===== src/rtl/asi_pkg.sv =====
// Shared types for the ASI RAM arbiter: arbitration state encoding,
// streak counter width and a small helper to name the opposite side.
package asi_pkg;

    localparam int ASI_CNT_W = 4;
    localparam int ASI_Q_W   = 2;

    typedef enum logic [1:0] {
        IDLE  = 2'd0,
        READ  = 2'd1,
        WRITE = 2'd2
    } asi_state_e;

    function automatic asi_state_e asi_other(input asi_state_e s);
        return (s == READ) ? WRITE : READ;
    endfunction

endpackage


===== src/rtl/asi_arb_if.sv =====
// Requester/RAM bundle for the ASI arbiter. The requester side (read and
// write engines) is the master; the arbiter itself is the slave.
interface asi_arb_if #(
    parameter int AXI_DW     = 128,
    parameter int AXI_AW     = 40,
    parameter int AXI_WSTRBW = AXI_DW / 8
);
    logic                  rreq;
    logic                  wreq;
    logic                  rbeat;
    logic                  rlast;
    logic                  wbeat;
    logic                  wlast;
    logic [AXI_AW-1:0]     raddr;
    logic [AXI_AW-1:0]     waddr;
    logic [AXI_DW-1:0]     wdata;
    logic [AXI_WSTRBW-1:0] wstrb;

    logic                  rgnt;
    logic                  wgnt;
    logic [AXI_AW-1:0]     usr_a;
    logic                  usr_ce;
    logic [AXI_DW-1:0]     usr_d;
    logic [AXI_WSTRBW-1:0] usr_we;

    logic                  q_valid;
    logic                  q_last;
    logic                  err_beat;

    modport master (
        output rreq, wreq, rbeat, rlast, wbeat, wlast, raddr, waddr, wdata, wstrb,
        input  rgnt, wgnt, usr_a, usr_ce, usr_d, usr_we, q_valid, q_last, err_beat
    );

    modport slave (
        input  rreq, wreq, rbeat, rlast, wbeat, wlast, raddr, waddr, wdata, wstrb,
        output rgnt, wgnt, usr_a, usr_ce, usr_d, usr_we, q_valid, q_last, err_beat
    );
endinterface


===== src/rtl/asi_arb_qpipe.sv =====
// Fixed-depth delay line that lines up read-beat markers with the RAM's
// read data. Every stage clears on reset so nothing stale emerges later.
module asi_arb_qpipe #(
    parameter int W     = 2,
    parameter int DEPTH = 1
) (
    input  logic         usr_clk,
    input  logic         usr_reset_n,
    input  logic [W-1:0] i_d,
    output logic [W-1:0] o_q
);
    logic [W-1:0] r_pipe [DEPTH];

    // Shift the markers one stage per clock
    always_ff @(posedge usr_clk or negedge usr_reset_n) begin
        if (!usr_reset_n) begin
            for (int i = 0; i < DEPTH; i++) r_pipe[i] <= '0;
        end else begin
            r_pipe[0] <= i_d;
            for (int i = 1; i < DEPTH; i++) r_pipe[i] <= r_pipe[i-1];
        end
    end

    assign o_q = r_pipe[DEPTH-1];
endmodule


===== src/rtl/asi_arb.sv =====
// Burst-atomic arbiter sharing one single-port RAM between a read engine
// and a write engine. Grants change only at a burst's last beat; a streak
// counter bounds how long one side may starve the other.
module asi_arb
    import asi_pkg::*;
#(
    parameter int AXI_DW     = 128,
    parameter int AXI_AW     = 40,
    parameter int AXI_WSTRBW = AXI_DW / 8,
    parameter int ARB_PRI    = 0,
    parameter int ARB_MAXC   = 4,
    parameter int SLV_WS     = 1
) (
    input  logic      usr_clk,
    input  logic      usr_reset_n,
    asi_arb_if.slave  bus
);
    localparam asi_state_e           PRI_SIDE  = (ARB_PRI != 0) ? READ : WRITE;
    localparam logic [ASI_CNT_W-1:0] MAXC_LAST = ASI_CNT_W'(ARB_MAXC - 1);

    asi_state_e           r_state;
    logic [ASI_CNT_W-1:0] r_cnt;
    logic                 r_rgnt;
    logic                 r_wgnt;
    logic                 r_err;

    asi_state_e            w_other;
    asi_state_e            w_idle_pick;
    logic                  w_cur_req;
    logic                  w_oth_req;
    logic                  w_pri_oth;
    logic                  w_burst_end;
    logic                  w_yield;
    logic                  w_stray;
    logic                  w_rd_fire;
    logic [ASI_Q_W-1:0]    w_q;
    logic [AXI_AW-1:0]     w_addr;
    logic [AXI_DW-1:0]     w_data;
    logic [AXI_WSTRBW-1:0] w_we;

    // Arbitration decision terms relative to the side currently holding the grant
    assign w_other     = asi_other(r_state);
    assign w_idle_pick = (bus.rreq && bus.wreq) ? PRI_SIDE : (bus.rreq ? READ : WRITE);
    assign w_cur_req   = (r_state == READ) ? bus.rreq : bus.wreq;
    assign w_oth_req   = (r_state == READ) ? bus.wreq : bus.rreq;
    assign w_pri_oth   = (w_other == PRI_SIDE);
    assign w_burst_end = ((r_state == READ)  && bus.rbeat && bus.rlast) ||
                         ((r_state == WRITE) && bus.wbeat && bus.wlast);
    assign w_yield     = w_oth_req && (!w_cur_req || w_pri_oth || (r_cnt == MAXC_LAST));

    // Grant FSM: state, streak counter and registered grant outputs move together
    always_ff @(posedge usr_clk or negedge usr_reset_n) begin
        if (!usr_reset_n) begin
            r_state <= IDLE;
            r_cnt   <= '0;
            r_rgnt  <= 1'b0;
            r_wgnt  <= 1'b0;
        end else begin
            case (r_state)
                IDLE: begin
                    r_cnt <= '0;
                    if (bus.rreq || bus.wreq) begin
                        r_state <= w_idle_pick;
                        r_rgnt  <= (w_idle_pick == READ);
                        r_wgnt  <= (w_idle_pick == WRITE);
                    end
                end
                READ, WRITE: begin
                    if (w_burst_end) begin
                        if (w_yield) begin
                            r_state <= w_other;
                            r_rgnt  <= (w_other == READ);
                            r_wgnt  <= (w_other == WRITE);
                            r_cnt   <= '0;
                        end else if (w_cur_req) begin
                            // Only a streak that actually keeps someone waiting is counted
                            r_cnt <= w_oth_req ? r_cnt + 1'b1 : '0;
                        end else begin
                            r_state <= IDLE;
                            r_rgnt  <= 1'b0;
                            r_wgnt  <= 1'b0;
                            r_cnt   <= '0;
                        end
                    end
                end
                default: begin
                    r_state <= IDLE;
                    r_rgnt  <= 1'b0;
                    r_wgnt  <= 1'b0;
                    r_cnt   <= '0;
                end
            endcase
        end
    end

    assign w_stray = (bus.rbeat && !r_rgnt) || (bus.wbeat && !r_wgnt);

    // Sticky protocol-error flag for beats issued without a grant
    always_ff @(posedge usr_clk or negedge usr_reset_n) begin
        if (!usr_reset_n) begin
            r_err <= 1'b0;
        end else if (w_stray) begin
            r_err <= 1'b1;
        end
    end

    // RAM port: only the granted side reaches the memory
    assign w_rd_fire = r_rgnt && bus.rbeat;
    assign w_addr    = r_wgnt ? bus.waddr : bus.raddr;
    assign w_data    = bus.wdata;
    assign w_we      = (r_wgnt && bus.wbeat) ? bus.wstrb : '0;

    assign bus.rgnt     = r_rgnt;
    assign bus.wgnt     = r_wgnt;
    assign bus.usr_ce   = w_rd_fire || (r_wgnt && bus.wbeat);
    assign bus.usr_a    = w_addr;
    assign bus.usr_d    = w_data;
    assign bus.usr_we   = w_we;
    assign bus.err_beat = r_err;

    // Read markers travel alongside the RAM latency, independent of later grants
    asi_arb_qpipe #(
        .W     (ASI_Q_W),
        .DEPTH (SLV_WS)
    ) u_qpipe (
        .usr_clk     (usr_clk),
        .usr_reset_n (usr_reset_n),
        .i_d         ({w_rd_fire, w_rd_fire && bus.rlast}),
        .o_q         (w_q)
    );

    assign bus.q_valid = w_q[1];
    assign bus.q_last  = w_q[0];
endmodule


===== src/flat_wrapper.sv =====
// flat-port wrapper written by rule: the top's interface ports become plain ports
module asi_arb_flat import asi_pkg::*;
#(
    parameter int AXI_DW     = 128,
    parameter int AXI_AW     = 40,
    parameter int AXI_WSTRBW = AXI_DW / 8,
    parameter int ARB_PRI    = 0,
    parameter int ARB_MAXC   = 4,
    parameter int SLV_WS     = 1
)
  (usr_clk, usr_reset_n, bus_rreq, bus_wreq, bus_rbeat, bus_rlast, bus_wbeat, bus_wlast, bus_raddr, bus_waddr, bus_wdata, bus_wstrb, bus_rgnt, bus_wgnt, bus_usr_a, bus_usr_ce, bus_usr_d, bus_usr_we, bus_q_valid, bus_q_last, bus_err_beat);
  asi_arb_if #(.AXI_DW(AXI_DW), .AXI_AW(AXI_AW), .AXI_WSTRBW(AXI_WSTRBW)) bus_i ();
  input  logic usr_clk;
  input  logic usr_reset_n;
  input wire logic [$bits(bus_i.rreq)-1:0] bus_rreq;
  input wire logic [$bits(bus_i.wreq)-1:0] bus_wreq;
  input wire logic [$bits(bus_i.rbeat)-1:0] bus_rbeat;
  input wire logic [$bits(bus_i.rlast)-1:0] bus_rlast;
  input wire logic [$bits(bus_i.wbeat)-1:0] bus_wbeat;
  input wire logic [$bits(bus_i.wlast)-1:0] bus_wlast;
  input wire logic [$bits(bus_i.raddr)-1:0] bus_raddr;
  input wire logic [$bits(bus_i.waddr)-1:0] bus_waddr;
  input wire logic [$bits(bus_i.wdata)-1:0] bus_wdata;
  input wire logic [$bits(bus_i.wstrb)-1:0] bus_wstrb;
  output wire logic [$bits(bus_i.rgnt)-1:0] bus_rgnt;
  output wire logic [$bits(bus_i.wgnt)-1:0] bus_wgnt;
  output wire logic [$bits(bus_i.usr_a)-1:0] bus_usr_a;
  output wire logic [$bits(bus_i.usr_ce)-1:0] bus_usr_ce;
  output wire logic [$bits(bus_i.usr_d)-1:0] bus_usr_d;
  output wire logic [$bits(bus_i.usr_we)-1:0] bus_usr_we;
  output wire logic [$bits(bus_i.q_valid)-1:0] bus_q_valid;
  output wire logic [$bits(bus_i.q_last)-1:0] bus_q_last;
  output wire logic [$bits(bus_i.err_beat)-1:0] bus_err_beat;
  assign bus_i.rreq = bus_rreq;
  assign bus_i.wreq = bus_wreq;
  assign bus_i.rbeat = bus_rbeat;
  assign bus_i.rlast = bus_rlast;
  assign bus_i.wbeat = bus_wbeat;
  assign bus_i.wlast = bus_wlast;
  assign bus_i.raddr = bus_raddr;
  assign bus_i.waddr = bus_waddr;
  assign bus_i.wdata = bus_wdata;
  assign bus_i.wstrb = bus_wstrb;
  assign bus_rgnt = bus_i.rgnt;
  assign bus_wgnt = bus_i.wgnt;
  assign bus_usr_a = bus_i.usr_a;
  assign bus_usr_ce = bus_i.usr_ce;
  assign bus_usr_d = bus_i.usr_d;
  assign bus_usr_we = bus_i.usr_we;
  assign bus_q_valid = bus_i.q_valid;
  assign bus_q_last = bus_i.q_last;
  assign bus_err_beat = bus_i.err_beat;
  asi_arb #(.AXI_DW(AXI_DW), .AXI_AW(AXI_AW), .AXI_WSTRBW(AXI_WSTRBW), .ARB_PRI(ARB_PRI), .ARB_MAXC(ARB_MAXC), .SLV_WS(SLV_WS)) u_core (.usr_clk(usr_clk), .usr_reset_n(usr_reset_n), .bus(bus_i));
endmodule

===== config.mk =====
export PLATFORM = sky130hd
export DESIGN_NAME = asi_arb_flat
export DESIGN_NICKNAME = d
export VERILOG_FILES = /design/src/rtl/asi_pkg.sv /design/src/rtl/asi_arb_if.sv /design/src/rtl/asi_arb_qpipe.sv /design/src/rtl/asi_arb.sv /design/src/flat_wrapper.sv
export SDC_FILE = /design/constraint.sdc
export NUM_CORES = 1
export LEC_CHECK = 0
export CAP_MARGIN = 20
export CORE_AREA = 2 2 164 166
export CTS_BUF_LIST = sky130_fd_sc_hd__clkbuf_4 sky130_fd_sc_hd__clkbuf_8
export CTS_CLUSTER_DIAMETER = 40
export CTS_CLUSTER_SIZE = 25
export DETAILED_ROUTE_END_ITERATION = 12
export DIE_AREA = 0 0 166 168
export SETUP_SLACK_MARGIN = 0.02
export SYNTH_ARGS = -nofsm -noshare
export SYNTH_HDL_FRONTEND = slang
export SYNTH_SLANG_ARGS = --single-unit
export TNS_END_PERCENT = 1

===== constraint.sdc =====
create_clock -name usr_clk -period 4 [get_ports usr_clk]
set_clock_uncertainty 0.15 [all_clocks]
set_input_delay 0.4 -clock usr_clk [delete_from_list [all_inputs] [get_ports usr_clk]]
set_output_delay 0.4 -clock usr_clk [all_outputs]
set_load 0.005 [all_outputs]

==> metrics.txt <==
Lkg Pwr=1.21 nW; Non-Filler Instances=628; first-pass GRT wire length=13.8 mm; final count of negative-setup-slack endpoints=0; layout cells sized above 1=21.6%; CP max-delay cell=dfrtp_2; DRT antenna net count=0; sequential fraction of the synthesis area=11.4%; WP data arrival=2.29 ns; fill count=2991; DR vias=1796; post-synthesis cell count=253; Initial DRC Count=50; worst vdd ir=0.126 mV; clock root buffer master=clkbuf_8; Die Ht=168 um; Worst setup SP type=flip-flop; vias in the first global route=1869; Mapped Area=2190 um2; fin. max-slew vios=0; commonest non-fill, non-tap cell in the layout=clkdlybuf4s50_1; Via density=2.86; Chip Width=166 um; CP Max Fanout=36; outcome=finished clean; Syn. warnings=0; slowest cell delay on critical path=0.81 ns; setup TNS=0 ns; Tmin final=2.84 ns; FF-to-FF setup slack=1.47 ns; Setup CP Type=reg2out; combinational family with the most area after synthesis=buffers and inverters; multiplexer share of the synthesized area=20.6%; CTS sink count=10; CTS tree=yes; Metal-1 WL=2.99 mm; Starting Density=8.31%; Num CTS Buffers=3; ANT cells=0; num ports=422; fin nets=525; Final Hold Viols=0; Resized cells post-CTS=0; Post-Synth Adder-Cell Area=2.86%; actual slew at the worst max-slew pin=0.705 ns; critical-path cell list=buf_4 > mux2_2 > clkdlybuf4s50_1; WL/cell=15.9 um; unrepaired setup endpoints after global routing=false; r2r startpoint=u_core.bus.wgnt$_DFFE_PN0P_; DRC viols=0; Simple-Gate Fraction of Synth Area=13.1%; most frequent cells in the layout=165 x clkdlybuf4s50_1, 40 x mux2_2, 10 x and3_1; Multi-input gate area=916 um2; Slew HR=53.0%; Synth Area in Compound Gates=5.26%; largest net degree at the start of global routing=37; Reg2Reg Depth=6; grt total ovfl=0; Final period util=70.9%; Core ar.=26400 um2; all-layer global routing usage=6.84%; Post-Route WL=9.99 mm; hold crit path type=in2async; clk_lat worst skew=0.24 ns; initial antenna violation count=1; DP HPWL=8.94 mm; hold_buf cts=0; IO Port Bufs=165; row count=60; Post-Syn Area per Cell=8.65 um2; CP Capture Type=primary output; flop and latch count out of synthesis=10; clock buffer depth=2; post-synthesis cell type count=34; CP required=3.45 ns; syn nets=490; met2 wire len=4.41 mm; routability cong.=0.741; placed insts=624; highest clock rate=0.352 GHz; drt pass-1 iters=4; Async SR Flop Fraction=100%; Seq. cell area=251 um2; area grow syn2layout=52.1%; Post-synth EDFFs=0; H-Tree Depth=1; Cell Pwr Density=352 nW/um2; max cap viols=0; final hold slack=0.345 ns; Worst-path clk slew=0.05 ns; post-synthesis xor/xnor area fraction=0%; ys flop type=dfrtp_1; DIE AREA=27900 um2; post-CTS setup buffers=0; routed wl met3=1.94 mm; top sig layer=met5; r2r endpoint=u_core.bus.rgnt$_DFFE_PN0P_
-- power breakdown --
group	switching, mW	internal, mW	total [mW]
registers	0.0672	0.122	0.189
logic	0.277	0.575	0.852
clock network	0.0433	0.0868	0.130
total	0.388	0.784	1.17
-- routing by layer --
| layer | vias up | track usage, % |
|---|---|---|
| li1 | 780 | - |
| met1 | 766 | 5.90 |
| met2 | 199 | 10.9 |
| met3 | 49 | 5.64 |
| met4 | 2 | 4.31 |
| met5 | - | 0 |
-- logic make-up (layout without fill, tap and decap cells) --
group           count (synthesis)  in the layout
flops                          10             10
buf+inv                       141            175
mux                            40             40
compound gates                 15             15
fa+ha+maj                       5              5
simple gates                   42             42
-- Yosys cell counts, types with 2 or more instances --
master	instances	area [um2]
dfrtp_1	10	250
ha_1	5	62.6
clkbuf_1	3	11.3
nand3_1	2	10.0
buf_4	128	961
o21ai_0	7	35.0
a22o_2	2	20.0
buf_2	4	20.0
inv_1	4	15.0
and3_1	10	62.6
nand2b_1	2	12.5
nor2_1	4	15.0
a22o_1	2	17.5
mux2_2	40	450
nand2_1	4	15.0
and3_2	7	52.6
nor2b_1	2	12.5
-- final cells by class --
cell class,count,area share (%)
tap,341,12.8
inverter,4,0.451
timing repair buffer,167,50.0
multi-input combinational,102,27.5
sequential,10,7.55
clock buffer,4,1.65
-- registers in the layout, summed over array words and instances (netlist names) --
| register | flops |
|---|---|
| u_core.bus.err_beat | 1 |
| u_core.bus.rgnt | 1 |
| u_core.bus.wgnt | 1 |
| u_core.r_cnt | 4 |
| u_core.r_state | 1 |
| u_core.u_qpipe.o_q | 2 |
-- critical path: cells and delay by family, from the launching register on --
family / cells / cell delay (ns)
buf+inv: 2 / 0.83
flops: 1 / 0.81
mux: 1 / 0.36
-- per-stage QoR --
step / util (%) / worst slack [ns] / cell area (um2) / power (mW)
after floorplan: - / 1.77 / 2190 / 0.708
after global placement: 12.4 / 1.36 / 3280 / 1.05
after detailed placement: 12.4 / 1.33 / 3280 / 1.06
after CTS: 12.6 / 1.11 / 3330 / 1.19
after global routing: 12.6 / 1.00 / 3330 / 1.26
final: 12.6 / 1.16 / 3330 / 1.17
-- worst max-delay path by stage --
| stage | startpoint | to | slack, ns | depth (start not counted) |
|---|---|---|---|---|
| 6_report | u_core.bus.wgnt$_DFFE_PN0P_ | bus_usr_a[27] | 1.16 | 3 |
| 5_1_grt | u_core.bus.wgnt$_DFFE_PN0P_ | bus_usr_a[6] | 1.00 | 3 |
| 4_1_cts | u_core.bus.wgnt$_DFFE_PN0P_ | bus_usr_a[27] | 1.11 | 3 |
| 3_5_place_dp | bus_wbeat | bus_usr_we[13] | 1.33 | 3 |
| 3_3_place_gp | bus_wbeat | bus_usr_we[13] | 1.36 | 3 |
| 2_1_floorplan | u_core.bus.wgnt$_DFFE_PN0P_ | u_core.bus.rgnt$_DFFE_PN0P_ | 1.77 | 8 |
(Power assumes the default switching activity.)
